<file path="config.mk">
export PLATFORM = sky130hd
export DESIGN_NAME = beta_pipe_ctrl_unit_flat
export DESIGN_NICKNAME = d
export VERILOG_FILES = /design/src/rtl/beta_pkg.sv /design/src/rtl/beta_pipe_ctrl_unit_if.sv /design/src/rtl/beta_pipe_hazard_det.sv /design/src/rtl/beta_pipe_ctrl_unit.sv /design/src/flat_wrapper.sv
export SDC_FILE = /design/constraint.sdc
export NUM_CORES = 1
export LEC_CHECK = 0
export CORE_MARGIN = 5
export CORE_UTILIZATION = 50
export DETAILED_ROUTE_END_ITERATION = 16
export GPL_TIMING_DRIVEN = 0
export PLACE_DENSITY = 0.83
export SYNTH_ARGS = -nofsm -noshare
export SYNTH_HDL_FRONTEND = slang
export SYNTH_SLANG_ARGS = --single-unit
export TNS_END_PERCENT = 1
</file>
<file path="constraint.sdc">
create_clock -name clk_i -period 6.3 [get_ports clk_i]
set_input_delay 0.945 -clock clk_i [delete_from_list [all_inputs] [get_ports clk_i]]
set_output_delay 0.945 -clock clk_i [all_outputs]
set_load 0.02 [all_outputs]
</file>
<file path="src/rtl/beta_pkg.sv">
// Shared types for the beta core pipeline control: controller states, per-register
// stall/flush pair and the x0 register index.
package beta_pkg;

   typedef enum logic [1:0] {
      PCTRL_INIT,
      PCTRL_RUN,
      PCTRL_MC_WAIT,
      PCTRL_TRAP
   } pctrl_state_t;

   typedef struct packed {
      logic stall;
      logic flush;
   } pipe_ctrl_t;

   localparam logic [4:0] REG_ZERO = 5'd0;

   // A flushed register must never also be held, so flush always overrides stall.
   function automatic pipe_ctrl_t flush_wins(input pipe_ctrl_t c);
      pipe_ctrl_t r;
      r.flush = c.flush;
      r.stall = c.stall & ~c.flush;
      return r;
   endfunction

endpackage

</file>
<file path="src/rtl/beta_pipe_ctrl_unit_if.sv">
// Hazard inputs from the datapath and stall/flush/trap controls back to it.
// master = pipeline control unit, slave = datapath pipeline registers and fetch.
interface beta_pipe_ctrl_unit_if #(
   parameter int PerfWidth = 32
);
   logic [4:0]           dec_rs1_addr_i;
   logic [4:0]           dec_rs2_addr_i;
   logic                 dec_rs1_used_i;
   logic                 dec_rs2_used_i;
   logic [4:0]           exe_rd_addr_i;
   logic                 exe_is_load_i;
   logic                 exe_valid_i;
   logic                 exe_invalid_instr_i;
   logic                 exe_branch_taken_i;
   logic                 exe_busy_i;
   logic                 mem_stall_i;
   logic                 pc_hold_o;
   logic                 fet_dec_stall_o;
   logic                 fet_dec_flush_o;
   logic                 dec_exe_stall_o;
   logic                 dec_exe_flush_o;
   logic                 exe_mem_stall_o;
   logic                 exe_mem_flush_o;
   logic                 trap_req_o;
   logic                 busy_timeout_o;
   logic [PerfWidth-1:0] stall_cycles_o;

   modport master (
      input  dec_rs1_addr_i, dec_rs2_addr_i, dec_rs1_used_i, dec_rs2_used_i,
      input  exe_rd_addr_i, exe_is_load_i, exe_valid_i, exe_invalid_instr_i,
      input  exe_branch_taken_i, exe_busy_i, mem_stall_i,
      output pc_hold_o, fet_dec_stall_o, fet_dec_flush_o, dec_exe_stall_o,
      output dec_exe_flush_o, exe_mem_stall_o, exe_mem_flush_o,
      output trap_req_o, busy_timeout_o, stall_cycles_o
   );

   modport slave (
      output dec_rs1_addr_i, dec_rs2_addr_i, dec_rs1_used_i, dec_rs2_used_i,
      output exe_rd_addr_i, exe_is_load_i, exe_valid_i, exe_invalid_instr_i,
      output exe_branch_taken_i, exe_busy_i, mem_stall_i,
      input  pc_hold_o, fet_dec_stall_o, fet_dec_flush_o, dec_exe_stall_o,
      input  dec_exe_flush_o, exe_mem_stall_o, exe_mem_flush_o,
      input  trap_req_o, busy_timeout_o, stall_cycles_o
   );

endinterface

</file>
<file path="src/rtl/beta_pipe_hazard_det.sv">
// Combinational load-use hazard detector: the instruction in decode reads a register
// that a load currently in execute has not yet written back.
module beta_pipe_hazard_det
   import beta_pkg::*;
(
   input  logic [4:0] rs1_addr,
   input  logic [4:0] rs2_addr,
   input  logic       rs1_used,
   input  logic       rs2_used,
   input  logic [4:0] exe_rd_addr,
   input  logic       exe_is_load,
   input  logic       exe_valid,
   output logic       load_use
);

   logic rs1_match;
   logic rs2_match;

   // x0 is hardwired to zero, so a load targeting it can never create a hazard.
   assign rs1_match = rs1_used && (rs1_addr == exe_rd_addr);
   assign rs2_match = rs2_used && (rs2_addr == exe_rd_addr);
   assign load_use  = exe_valid && exe_is_load && (exe_rd_addr != REG_ZERO)
                      && (rs1_match || rs2_match);

endmodule

</file>
<file path="src/rtl/beta_pipe_ctrl_unit.sv">
// Global pipeline control: turns hazard, branch, busy, back-pressure and trap events
// into per-register stall/flush, PC hold and trap request, plus a stall-cycle counter.
module beta_pipe_ctrl_unit
   import beta_pkg::*;
#(
   parameter int TrapLatency   = 3,
   parameter int MaxBusyCycles = 64,
   parameter int PerfWidth     = 32
) (
   input logic                  clk_i,
   input logic                  rstn_i,
   beta_pipe_ctrl_unit_if.master ctrl
);

   localparam logic [3:0] TrapLoad = 4'(TrapLatency - 1);
   localparam logic [7:0] BusyMax  = 8'(MaxBusyCycles);

   pctrl_state_t         state_q, state_d;
   logic [3:0]           trap_cnt_q, trap_cnt_d;
   logic [7:0]           busy_cnt_q, busy_cnt_d;
   logic [PerfWidth-1:0] perf_cnt_q;

   pipe_ctrl_t fd_raw, de_raw, em_raw;
   pipe_ctrl_t fd, de, em;
   logic       pc_hold, trap_req, busy_timeout;
   logic       luh, trap_hit, any_stall;

   beta_pipe_hazard_det u_hazard (
      .rs1_addr    (ctrl.dec_rs1_addr_i),
      .rs2_addr    (ctrl.dec_rs2_addr_i),
      .rs1_used    (ctrl.dec_rs1_used_i),
      .rs2_used    (ctrl.dec_rs2_used_i),
      .exe_rd_addr (ctrl.exe_rd_addr_i),
      .exe_is_load (ctrl.exe_is_load_i),
      .exe_valid   (ctrl.exe_valid_i),
      .load_use    (luh)
   );

   assign trap_hit = ctrl.exe_valid_i && ctrl.exe_invalid_instr_i;

   always_ff @(posedge clk_i or negedge rstn_i) begin
      if (!rstn_i) begin
         state_q    <= PCTRL_INIT;
         trap_cnt_q <= '0;
         busy_cnt_q <= '0;
         perf_cnt_q <= '0;
      end else begin
         state_q    <= state_d;
         trap_cnt_q <= trap_cnt_d;
         busy_cnt_q <= busy_cnt_d;
         if (any_stall && state_q != PCTRL_INIT && state_q != PCTRL_TRAP) begin
            perf_cnt_q <= perf_cnt_q + 1'b1;
         end
      end
   end

   // MC_WAIT shares the RUN priority chain once the multi-cycle unit lets go, so a trap
   // or branch raised by the finishing instruction is not lost.
   always_comb begin
      state_d      = state_q;
      trap_cnt_d   = trap_cnt_q;
      busy_cnt_d   = busy_cnt_q;
      fd_raw       = '0;
      de_raw       = '0;
      em_raw       = '0;
      pc_hold      = 1'b0;
      trap_req     = 1'b0;
      busy_timeout = 1'b0;

      unique case (state_q)
         PCTRL_INIT: begin
            fd_raw.flush = 1'b1;
            de_raw.flush = 1'b1;
            em_raw.flush = 1'b1;
            pc_hold      = 1'b1;
            state_d      = PCTRL_RUN;
         end

         PCTRL_RUN, PCTRL_MC_WAIT: begin
            if (state_q == PCTRL_MC_WAIT && ctrl.mem_stall_i) begin
               fd_raw.stall = 1'b1;
               de_raw.stall = 1'b1;
               em_raw.stall = 1'b1;
               pc_hold      = 1'b1;
            end else if (state_q == PCTRL_MC_WAIT && ctrl.exe_busy_i) begin
               fd_raw.stall = 1'b1;
               de_raw.stall = 1'b1;
               em_raw.flush = 1'b1;
               pc_hold      = 1'b1;
               if (busy_cnt_q < BusyMax) begin
                  busy_cnt_d   = busy_cnt_q + 8'd1;
                  busy_timeout = (busy_cnt_q == BusyMax - 8'd1);
               end
            end else begin
               state_d    = PCTRL_RUN;
               busy_cnt_d = '0;
               if (trap_hit) begin
                  fd_raw.flush = 1'b1;
                  de_raw.flush = 1'b1;
                  em_raw.flush = 1'b1;
                  trap_req     = 1'b1;
                  trap_cnt_d   = TrapLoad;
                  state_d      = PCTRL_TRAP;
               end else if (ctrl.mem_stall_i) begin
                  fd_raw.stall = 1'b1;
                  de_raw.stall = 1'b1;
                  em_raw.stall = 1'b1;
                  pc_hold      = 1'b1;
               end else if (ctrl.exe_branch_taken_i) begin
                  fd_raw.flush = 1'b1;
                  de_raw.flush = 1'b1;
               end else if (state_q == PCTRL_RUN && ctrl.exe_busy_i) begin
                  fd_raw.stall = 1'b1;
                  de_raw.stall = 1'b1;
                  em_raw.flush = 1'b1;
                  pc_hold      = 1'b1;
                  busy_cnt_d   = 8'd1;
                  state_d      = PCTRL_MC_WAIT;
               end else if (luh) begin
                  fd_raw.stall = 1'b1;
                  de_raw.flush = 1'b1;
                  pc_hold      = 1'b1;
               end
            end
         end

         PCTRL_TRAP: begin
            fd_raw.flush = 1'b1;
            de_raw.flush = 1'b1;
            em_raw.flush = 1'b1;
            if (trap_cnt_q == 4'd0) begin
               state_d = PCTRL_RUN;
            end else begin
               trap_cnt_d = trap_cnt_q - 4'd1;
            end
         end

         default: state_d = PCTRL_INIT;
      endcase

      fd = flush_wins(fd_raw);
      de = flush_wins(de_raw);
      em = flush_wins(em_raw);

      // While reset is held the pipeline is flushed but fetch is not told to hold.
      if (!rstn_i) begin
         fd           = '{stall: 1'b0, flush: 1'b1};
         de           = '{stall: 1'b0, flush: 1'b1};
         em           = '{stall: 1'b0, flush: 1'b1};
         pc_hold      = 1'b0;
         trap_req     = 1'b0;
         busy_timeout = 1'b0;
      end
   end

   assign any_stall = fd.stall | de.stall | em.stall;

   assign ctrl.pc_hold_o       = pc_hold;
   assign ctrl.fet_dec_stall_o = fd.stall;
   assign ctrl.fet_dec_flush_o = fd.flush;
   assign ctrl.dec_exe_stall_o = de.stall;
   assign ctrl.dec_exe_flush_o = de.flush;
   assign ctrl.exe_mem_stall_o = em.stall;
   assign ctrl.exe_mem_flush_o = em.flush;
   assign ctrl.trap_req_o      = trap_req;
   assign ctrl.busy_timeout_o  = busy_timeout;
   assign ctrl.stall_cycles_o  = perf_cnt_q;

endmodule

</file>
<file path="src/flat_wrapper.sv">
// flat-port wrapper written by rule: the top's interface ports become plain ports
module beta_pipe_ctrl_unit_flat import beta_pkg::*;
#(
   parameter int TrapLatency   = 3,
   parameter int MaxBusyCycles = 64,
   parameter int PerfWidth     = 32
)
  (clk_i, rstn_i, ctrl_dec_rs1_addr_i, ctrl_dec_rs2_addr_i, ctrl_dec_rs1_used_i, ctrl_dec_rs2_used_i, ctrl_exe_rd_addr_i, ctrl_exe_is_load_i, ctrl_exe_valid_i, ctrl_exe_invalid_instr_i, ctrl_exe_branch_taken_i, ctrl_exe_busy_i, ctrl_mem_stall_i, ctrl_pc_hold_o, ctrl_fet_dec_stall_o, ctrl_fet_dec_flush_o, ctrl_dec_exe_stall_o, ctrl_dec_exe_flush_o, ctrl_exe_mem_stall_o, ctrl_exe_mem_flush_o, ctrl_trap_req_o, ctrl_busy_timeout_o, ctrl_stall_cycles_o);
  beta_pipe_ctrl_unit_if #(.PerfWidth(PerfWidth)) ctrl_i ();
  input logic clk_i;
  input logic rstn_i;
  input wire logic [$bits(ctrl_i.dec_rs1_addr_i)-1:0] ctrl_dec_rs1_addr_i;
  input wire logic [$bits(ctrl_i.dec_rs2_addr_i)-1:0] ctrl_dec_rs2_addr_i;
  input wire logic [$bits(ctrl_i.dec_rs1_used_i)-1:0] ctrl_dec_rs1_used_i;
  input wire logic [$bits(ctrl_i.dec_rs2_used_i)-1:0] ctrl_dec_rs2_used_i;
  input wire logic [$bits(ctrl_i.exe_rd_addr_i)-1:0] ctrl_exe_rd_addr_i;
  input wire logic [$bits(ctrl_i.exe_is_load_i)-1:0] ctrl_exe_is_load_i;
  input wire logic [$bits(ctrl_i.exe_valid_i)-1:0] ctrl_exe_valid_i;
  input wire logic [$bits(ctrl_i.exe_invalid_instr_i)-1:0] ctrl_exe_invalid_instr_i;
  input wire logic [$bits(ctrl_i.exe_branch_taken_i)-1:0] ctrl_exe_branch_taken_i;
  input wire logic [$bits(ctrl_i.exe_busy_i)-1:0] ctrl_exe_busy_i;
  input wire logic [$bits(ctrl_i.mem_stall_i)-1:0] ctrl_mem_stall_i;
  output wire logic [$bits(ctrl_i.pc_hold_o)-1:0] ctrl_pc_hold_o;
  output wire logic [$bits(ctrl_i.fet_dec_stall_o)-1:0] ctrl_fet_dec_stall_o;
  output wire logic [$bits(ctrl_i.fet_dec_flush_o)-1:0] ctrl_fet_dec_flush_o;
  output wire logic [$bits(ctrl_i.dec_exe_stall_o)-1:0] ctrl_dec_exe_stall_o;
  output wire logic [$bits(ctrl_i.dec_exe_flush_o)-1:0] ctrl_dec_exe_flush_o;
  output wire logic [$bits(ctrl_i.exe_mem_stall_o)-1:0] ctrl_exe_mem_stall_o;
  output wire logic [$bits(ctrl_i.exe_mem_flush_o)-1:0] ctrl_exe_mem_flush_o;
  output wire logic [$bits(ctrl_i.trap_req_o)-1:0] ctrl_trap_req_o;
  output wire logic [$bits(ctrl_i.busy_timeout_o)-1:0] ctrl_busy_timeout_o;
  output wire logic [$bits(ctrl_i.stall_cycles_o)-1:0] ctrl_stall_cycles_o;
  assign ctrl_i.dec_rs1_addr_i = ctrl_dec_rs1_addr_i;
  assign ctrl_i.dec_rs2_addr_i = ctrl_dec_rs2_addr_i;
  assign ctrl_i.dec_rs1_used_i = ctrl_dec_rs1_used_i;
  assign ctrl_i.dec_rs2_used_i = ctrl_dec_rs2_used_i;
  assign ctrl_i.exe_rd_addr_i = ctrl_exe_rd_addr_i;
  assign ctrl_i.exe_is_load_i = ctrl_exe_is_load_i;
  assign ctrl_i.exe_valid_i = ctrl_exe_valid_i;
  assign ctrl_i.exe_invalid_instr_i = ctrl_exe_invalid_instr_i;
  assign ctrl_i.exe_branch_taken_i = ctrl_exe_branch_taken_i;
  assign ctrl_i.exe_busy_i = ctrl_exe_busy_i;
  assign ctrl_i.mem_stall_i = ctrl_mem_stall_i;
  assign ctrl_pc_hold_o = ctrl_i.pc_hold_o;
  assign ctrl_fet_dec_stall_o = ctrl_i.fet_dec_stall_o;
  assign ctrl_fet_dec_flush_o = ctrl_i.fet_dec_flush_o;
  assign ctrl_dec_exe_stall_o = ctrl_i.dec_exe_stall_o;
  assign ctrl_dec_exe_flush_o = ctrl_i.dec_exe_flush_o;
  assign ctrl_exe_mem_stall_o = ctrl_i.exe_mem_stall_o;
  assign ctrl_exe_mem_flush_o = ctrl_i.exe_mem_flush_o;
  assign ctrl_trap_req_o = ctrl_i.trap_req_o;
  assign ctrl_busy_timeout_o = ctrl_i.busy_timeout_o;
  assign ctrl_stall_cycles_o = ctrl_i.stall_cycles_o;
  beta_pipe_ctrl_unit #(.TrapLatency(TrapLatency), .MaxBusyCycles(MaxBusyCycles), .PerfWidth(PerfWidth)) u_core (.clk_i(clk_i), .rstn_i(rstn_i), .ctrl(ctrl_i));
endmodule
</file>
* After elaboration in Yosys (flattened, before gate mapping)
Cells that the tools add are included.
** Word-level totals
- Register bits :: 46
- Latch bits :: 0
- RAM bits :: 0
- Bits in read-only memories :: 0
- Bits of input ports :: 25
- Logic and storage cells :: 124
- Memories kept :: 0
** Operators by class
- Add/sub/neg operators :: 3
- Multipliers :: 0
- Divide/modulo/power cells :: 0
- Magnitude comparators :: 1
- Eq/ne operators :: 13
- Shift operators :: 0
- Muxes and demuxes :: 72
- Bitwise gates (word level) :: 9
- Reduce and logical (&&, ||, !) cells :: 22
** Operators with widths (count)
- $mux W1 :: 47
- $mux W8 :: 5
- $add A32 B1 Y32 const B :: 1
- $mux W2 :: 10
- $mux W4 :: 4
- $logic_and A1 B1 Y1 :: 11
- $eq A5 B5 Y1 :: 2
- $ne A2 B2 Y1 const B :: 5
- $add A8 B1 Y8 const B :: 1
- $eq A8 B6 Y1 const B :: 1
- $lt A8 B7 Y1 const B :: 1
- $pmux W1 S2 :: 4
- $pmux W4 S2 :: 1
- $pmux W2 S3 :: 1
- $reduce_and A3 Y1 :: 2
- $reduce_and A5 Y1 :: 1
- $reduce_bool A5 Y1 :: 1
- $eq A2 B2 Y1 const B :: 2
- $logic_not A4 Y1 :: 1
- $ne A2 B1 Y1 const B :: 2
- $not A1 Y1 :: 4
- $reduce_bool A2 Y1 :: 2
- $reduce_or A2 Y1 :: 2
- $sub A4 B1 Y4 const B :: 1
- 5 further kinds :: 8

* Logic depth before layout (Yosys ltp)
Gate-level depths: netlist of the first run.
- Depth in word-level cells :: 19
- Mapped depth :: 10
- Depth with buffers taken out :: 8

* Modules after synthesis
Synthesis of the first run repeated with hierarchy kept, for this count alone.
** Unflattened totals
- Cell total of the unflattened synthesis :: 259
- Area, all modules :: 2610.0 µm²
** By module, submodules not included
- beta_pipe_ctrl_unit :: instances 1, cells each 242, area each 2474.9 µm², seq. area each 1151.1 µm²
- beta_pipe_hazard_det :: instances 1, cells each 17, area each 135.1 µm², seq. area each 0.0 µm²

* Worst setup path before layout of the first run
OpenSTA, ideal clock, no wires.
- Kind :: input to output
- Start :: input ctrl_exe_rd_addr_i[0]
- End :: output ctrl_fet_dec_stall_o
- Arrival time :: 2.030 ns
- Required time :: 5.355 ns
- Slack :: 3.325 ns
- Stages on the path :: 5
- Path buffers :: 0
- Path through :: or3_1 -> o311a_1 -> and2_1 -> a22oi_1 -> nor2_1
** On the way
- Cells in the longest elaborated chain, start to end :: 14
- Elaborated cells on any way between the ends :: 18
- Classes of those cells :: eq/ne: 2; mux: 9; bitwise: 1; reduce/logical: 6
** RTL lines
- start: declaration :: line flat_wrapper.sv:16 : input wire logic [$bits(ctrl_i.exe_rd_addr_i)-1:0] ctrl_exe_rd_addr_i;
- $eq A5 B5 Y1, on equally long branches :: line beta_pipe_hazard_det.sv:20, beta_pipe_hazard_det.sv:21
- $logic_and A1 B1 Y1, on equally long branches :: line beta_pipe_hazard_det.sv:20, beta_pipe_hazard_det.sv:21
- $logic_or A1 B1 Y1 :: line beta_pipe_hazard_det.sv:23 : && (rs1_match || rs2_match);
- $logic_and A1 B1 Y1 (*) :: line beta_pipe_hazard_det.sv:23
- $mux W1 (*) :: line beta_pipe_ctrl_unit.sv:119 : end else if (luh) begin
- $mux W1 (*) :: line beta_pipe_ctrl_unit.sv:112 : end else if (state_q == PCTRL_RUN && ctrl.exe_busy_i) begin
- $mux W1 (*) :: line beta_pipe_ctrl_unit.sv:109 : end else if (ctrl.exe_branch_taken_i) begin
- $mux W1 (*) :: line beta_pipe_ctrl_unit.sv:104 : end else if (ctrl.mem_stall_i) begin
- $mux W1 (*) :: line beta_pipe_ctrl_unit.sv:97 : if (trap_hit) begin
- $mux W1 (*) :: line beta_pipe_ctrl_unit.sv:85 : end else if (state_q == PCTRL_MC_WAIT && ctrl.exe_busy_i) begin
- $mux W1 (*) :: line beta_pipe_ctrl_unit.sv:80 : if (state_q == PCTRL_MC_WAIT && ctrl.mem_stall_i) begin
- $mux W1 (*) :: line beta_pipe_ctrl_unit.sv:70 : unique case (state_q)
- $and A1 B1 Y1 (*) :: line beta_pkg.sv:23 : r.stall = c.stall & ~c.flush;
- $mux W2 (*) :: line beta_pipe_ctrl_unit.sv:146 : if (!rstn_i) begin
- end: declaration :: line flat_wrapper.sv:24 : output wire logic [$bits(ctrl_i.fet_dec_stall_o)-1:0] ctrl_fet_dec_stall_o;
Mark *: on every way between the ends. The rest lies on a longest branch, timed or not.

* Worst setup path in the final report of the first run
Ends and elaborated chain as after synthesis.

==> results of run 1 <==
layout make-up:
class | count | area, um2
multi-input combinational | 210 | 1420
clock buffer | 7 | 76.3
buffer | 8 | 42.5
clock inverter | 1 | 30.0
fill | 420 | 1620
tap | 70 | 87.6
sequential | 46 | 1150
timing repair buffer | 66 | 673
inverter | 10 | 37.5
worst max-delay path, stage by stage:
cell             delay [ns]
clkdlybuf4s50_1        0.48
or3_1                  0.39
o311a_1                0.35
and2_1                 0.20
a22oi_1                0.14
nor2_1                 0.06
clkdlybuf4s50_1        0.54
sequential cells by signal, indices dropped and copies added, names as in the netlist:
| register | flops |
|---|---|
| u_core.ctrl.stall_cycles_o | 32 |
| u_core.trap_cnt_q | 4 |
| u_core.busy_cnt_q | 8 |
| u_core.state_q | 2 |
worst paths after layout:
kind / from / endpoint / slack [ns] / depth (start not counted)
worst max-delay path: ctrl_exe_rd_addr_i[0] / ctrl_fet_dec_stall_o / 2.25 / 7
worst min-delay path: u_core.ctrl.stall_cycles_o[31] / u_core.ctrl.stall_cycles_o[31] / 0.48 / 1
worst max register to register: u_core.state_q[0] / u_core.ctrl.stall_cycles_o[30] / 3.78 / 10
worst min register to register: u_core.ctrl.stall_cycles_o[31] / u_core.ctrl.stall_cycles_o[31] / 0.48 / 1
max in group asynchronous: rstn_i / u_core.trap_cnt_q[2] / 5.10 / 2
min in group asynchronous: rstn_i / u_core.state_q[0] / 0.67 / 1
kinds of logic after synthesis:
group	count (synthesis)	synth area share
adders and majority gates	8	0.0377
xor gates and xnor gates	45	0.148
DFF	46	0.434
buffers and inverters	18	0.0302
muxes	1	0.00424
AOI/OAI and AO/OA	34	0.0891
and+or+nand+nor	122	0.257
metal layers:
| metal | vias to the layer above | track usage |
|---|---|---|
| li1 | 1109 | - |
| met1 | 1077 | 0.228 |
| met2 | 54 | 0.286 |
| met3 | 10 | 0.0376 |
| met4 | 0 | 0.0654 |
| met5 | - | 0 |
layout by cell type (no fill, tap or decap), types with 2 or more instances in the layout:
cell type / instances
a21oi_1: 5
a22o_1: 2
a22oi_1: 2
a31oi_1: 4
a32o_1: 2
and2_1: 5
and3_1: 10
and4_1: 2
buf_2: 5
clkbuf_1: 4
clkbuf_8: 5
clkdlybuf4s50_1: 64
dfrtp_1: 46
ha_1: 8
inv_1: 10
nand2_1: 19
nand2b_1: 3
nand3_1: 23
nand3_2: 4
nand4_1: 8
nand4_2: 3
nor2_1: 23
nor2b_1: 3
nor3_1: 10
nor4_2: 3
o21ai_0: 8
o31ai_1: 2
or3_1: 2
xnor2_1: 26
xor2_1: 19
per-stage QoR:
| step | setup slack, ns | hold slack (ns) |
|---|---|---|
| global route | 2.08 | 0.514 |
| finish | 2.25 | 0.480 |
| global placement | 1.09 | 0.461 |
| CTS | 2.23 | 0.491 |
| floorplan | 3.33 | 0.476 |
| detailed placement | 2.24 | 0.479 |
report_power, final:
group	total, mW	switching, mW	internal (mW)
Sequential	0.358	0.0327	0.326
Combinational	0.341	0.195	0.146
Clock	0.213	0.0947	0.119
Total	0.913	0.323	0.590
==> flow_summary.json, run 1 <==
{
  "hold_class": "register to register",
  "first_pass_iters": 4,
  "syn-mean-instance-area_um2": 9.69,
  "antenna_found_initial": 0,
  "maxSlewViolCount": 0,
  "cts_setup_buffers": 0,
  "diodes": 0,
  "die_x_um": 82.9,
  "avgViaCountPerCell": 5.38,
  "final_nets": 380,
  "post_dp_cell_area_um2": 3420,
  "core-area_um2": 5140,
  "syn_area_um2": 2660,
  "critical_path.startpoint_type": "input port",
  "fin_area_um2": 3520,
  "drt_iter0_markers": 123,
  "track_usage": 0.175,
  "drc": 0,
  "p_per_area_nw_per_um2": 259,
  "fmax_mhz": 247,
  "p_leak_nw": 1.58,
  "worst_pin_slew_ns": 0.633,
  "ys_types": 44,
  "top_layer_used": "met4",
  "finClkSkew_ns": 0.00843,
  "die_y_um": 82.9,
  "dp_hpwl_um": 4610,
  "relSlewSlack": 0.578,
  "cts-root-buf": "clkbuf_8",
  "grt_setup_unrepaired": "false",
  "via_count": 2250,
  "cts_buffers": 5,
  "synth_ff_type": "dfrtp_1",
  "yosys.area.top_type_share": 0.434,
  "rows": 26,
  "worstSkewPairLatency_ns": 0.29,
  "finalPower_mw": 0.913,
  "cap_viol_max_count": 0,
  "gp_congestion": 0.832,
  "cts_hold_buf": 0,
  "ys_ff_latch": 46,
  "synth_nets": 307,
  "synth_edf_count": 0,
  "cts_tree": "yes",
  "worst-path-max-fanout": 3,
  "setup_tns_ns": 0,
  "synth_commonest_cells": "46 x dfrtp_1, 26 x xnor2_1, 23 x nand3_1, 23 x nor2_1",
  "hold_viol_final": 0,
  "ant_nets": 0,
  "yosysMostFrequentCell": "dfrtp_1",
  "stdcell_count": 418,
  "ys_seq_area_frac": 0.434,
  "clkTransAtPathRegs_ns": 0.08,
  "portBuffers": 65,
  "netlist_instances": 274,
  "clockBufferDepth": 2,
  "wl_um": 5970,
  "grt_start_max_net_pins": 28,
  "grt_first_pass_wirelength_um": 10100,
  "synth_warnings": 0,
  "cts_resized": 0,
  "outcome": "finished clean",
  "ios": 66,
  "m1WireLength_um": 2650,
  "synth_top_area_cell": "dfrtp_1",
  "fin_crit_sh": 0.643,
  "initial_core_util": 0.517,
  "die-area_um2": 6870,
  "grt.overflow.total": 0,
  "wire_per_inst_um": 14.3,
  "layout-drive-gt1-share": 0.0747,
  "finalWorstPathRequiredPeriod_ns": 4.05,
  "h-tree-depth": 2,
  "async_reset_ff_frac": 1.00,
  "dp.cells": 410,
  "setup_viol": 0,
  "crit_arrival_ns": 3.11,
  "peakVddDrop_mv": 0.238,
  "grt_pass1_vias": 2211,
  "met3WireLength_um": 267,
  "clock-sinks": 46,
  "synth_area_leaders": "dfrtp_1 43%, xnor2_1 8.6%, xor2_1 6.3%",
  "dr_wl_met2_um": 2920,
  "crit_required_ns": 5.35,
  "syn_to_final_growth_pct": 32.7,
  "end_kind": "primary output",
  "worstSetupPathType": "input port to primary output",
  "final_util": 0.685
}
Power figures use the tool's default switching activity.
==> run 2: changes to the inputs <==
--- a/config.mk
+++ b/config.mk
@@ -6,10 +6,10 @@
 export NUM_CORES = 1
 export LEC_CHECK = 0
 export CORE_MARGIN = 5
-export CORE_UTILIZATION = 50
+export CORE_UTILIZATION = 49
 export DETAILED_ROUTE_END_ITERATION = 16
 export GPL_TIMING_DRIVEN = 0
-export PLACE_DENSITY = 0.83
+export PLACE_DENSITY = 0.82
 export SYNTH_ARGS = -nofsm -noshare
 export SYNTH_HDL_FRONTEND = slang
 export SYNTH_SLANG_ARGS = --single-unit
==> constraint.sdc (replaced) <==
create_clock -name clk_i -period 4 [get_ports clk_i]
set_input_delay 0.6 -clock clk_i [delete_from_list [all_inputs] [get_ports clk_i]]
set_output_delay 0.6 -clock clk_i [all_outputs]
set_load 0.02 [all_outputs]
==> flow_summary.json, run 2 (synthesized netlist as in run 1, its figures left out) <==
{
  "outcome": "finished clean",
  "p_leak_nw": 1.57,
  "critical_path.startpoint_type": "input port",
  "portBuffers": 65,
  "n_fill_cell": 403,
  "ant_nets": 0,
  "cap_viol_max_count": 0,
  "worst-path-max-fanout": 3,
  "stdcell_count": 418,
  "setup_viol": 0,
  "hold_class": "input port to async pin",
  "layout-drive-gt1-share": 0.0776,
  "grt_first_pass_wirelength_um": 10100,
  "clock-sinks": 46,
  "grt_start_max_net_pins": 28,
  "final_util": 0.677,
  "maxSlewViolCount": 0,
  "grt_setup_unrepaired": "false",
  "cts_buffers": 5,
  "cts_resized": 0,
  "grt_pass1_vias": 2225,
  "dp.cells": 410,
  "worstSetupPathType": "input port to primary output",
  "die_x_um": 83.6,
  "finalWorstSetupSlack_ns": 0.609,
  "via_count": 2276,
  "finalPower_mw": 1.38,
  "clkTransAtPathRegs_ns": 0.08,
  "finClkSkew_ns": 0.0115,
  "largest_reg_flops": 32,
  "fin_crit_sh": 0.848,
  "end_kind": "primary output",
  "final_nets": 380,
  "pre_cts_ws_ns": 0.599,
  "initial_core_util": 0.513,
  "final_cell_mix": "64 x clkdlybuf4s50_1, 46 x dfrtp_1, 26 x xnor2_1",
  "crit_required_ns": 3.40,
  "p_per_area_nw_per_um2": 393,
  "core-area_um2": 5170,
  "cts_setup_buffers": 0,
  "ios": 66,
  "grt.overflow.total": 0,
  "fmax_mhz": 295,
  "critPathMostFrequentCell": "clkdlybuf4s50_1",
  "die-area_um2": 6990,
  "diodes": 0,
  "track_usage": 0.172,
  "h-tree-depth": 2,
  "hold_viol_final": 0,
  "wl_um": 5940,
  "critical-path-top-delay-family": "buffers and inverters",
  "relSlewSlack": 0.587,
  "worst_path_max_delay_cell": "clkdlybuf4s50_1",
  "wire_per_inst_um": 14.2,
  "clockBufferDepth": 2,
  "worst_pin_slew_ns": 0.620,
  "final_common_cell": "clkdlybuf4s50_1",
  "avgViaCountPerCell": 5.44,
  "worstSkewPairLatency_ns": 0.29,
  "critPathBufInv": 2,
  "crit_arrival_ns": 2.79,
  "dp_hpwl_um": 4530,
  "whs_ns": 0.320,
  "peakVddDrop_mv": 0.252,
  "slowest_delay_ns": 0.63,
  "setup_tns_ns": 0,
  "post_dp_cell_area_um2": 3420,
  "drt_iter0_markers": 142,
  "die_y_um": 83.6,
  "antenna_found_initial": 0,
  "fin_area_um2": 3500,
  "syn_to_final_growth_pct": 31.9,
  "cts-root-buf": "clkbuf_8",
  "cp_cell_sequence": "clkdlybuf4s50_1 > xnor2_1 > nand4_1 > o22ai_1 > and2_1 > nand3_1 > a21oi_1 > clkdlybuf4s50_1",
  "rows": 26,
  "drc": 0,
  "cts_hold_buf": 0,
  "finalWorstPathRequiredPeriod_ns": 3.39,
  "first_pass_iters": 4,
  "gp_congestion": 0.828,
  "cts_tree": "yes"
}
-- run 2: worst reg2reg max path: stages (launching register included) --
cell	delay (ns)
dfrtp_1	0.38
inv_1	0.10
ha_1	0.42
and2_1	0.15
buf_2	0.19
nand2_1	0.08
a211oi_2	0.25
a31oi_1	0.12
buf_2	0.24
nor4_2	0.33
xor2_1	0.17
-- run 2: metal layers --
metal	part of all wire	GRT usage	wire [um]	up-vias
met2	0.49	0.294	2890	77
met5	0	0	0	-
met3	0.069	0.0385	408	4
met4	0.011	0.0556	68	0
li1	-	-	-	1108
met1	0.43	0.216	2580	1087
-- run 2: worst paths after layout --
| path | start | endpoint | slack, ns | cells past startpoint |
|---|---|---|---|---|
| hold / removal | rstn_i | u_core.ctrl.stall_cycles_o[26] | 0.32 | 1 |
| setup / recovery | ctrl_exe_rd_addr_i[3] | ctrl_pc_hold_o | 0.61 | 8 |
| hold reg to reg | u_core.ctrl.stall_cycles_o[31] | u_core.ctrl.stall_cycles_o[31] | 0.48 | 1 |
| min in group clk_i | u_core.ctrl.stall_cycles_o[31] | u_core.ctrl.stall_cycles_o[31] | 0.48 | 1 |
| setup reg to reg | u_core.state_q[0] | u_core.ctrl.stall_cycles_o[24] | 1.52 | 10 |
| max in group asynchronous | rstn_i | u_core.trap_cnt_q[1] | 3.16 | 2 |
-- run 2: area by class of cell --
cell class | instances | area [um2] | share of cell area
inverters | 10 | 37.5 | 0.0107
clock buffers | 6 | 72.6 | 0.0207
multi-input cells | 210 | 1420 | 0.407
plain buffers | 8 | 42.5 | 0.0121
well taps | 70 | 87.6 | 0.0250
repair buffers | 66 | 673 | 0.192
clock inverters | 2 | 13.8 | 0.00393
flip-flops and latches | 46 | 1150 | 0.329
-- run 2: where the power goes --
part	total, mW	switching, mW	leakage (nW)	internal, mW
clock	0.275	0.151	0.0452	0.123
sequential	0.566	0.0531	0.619	0.513
combinational	0.537	0.307	0.907	0.230
total	1.38	0.512	1.57	0.866
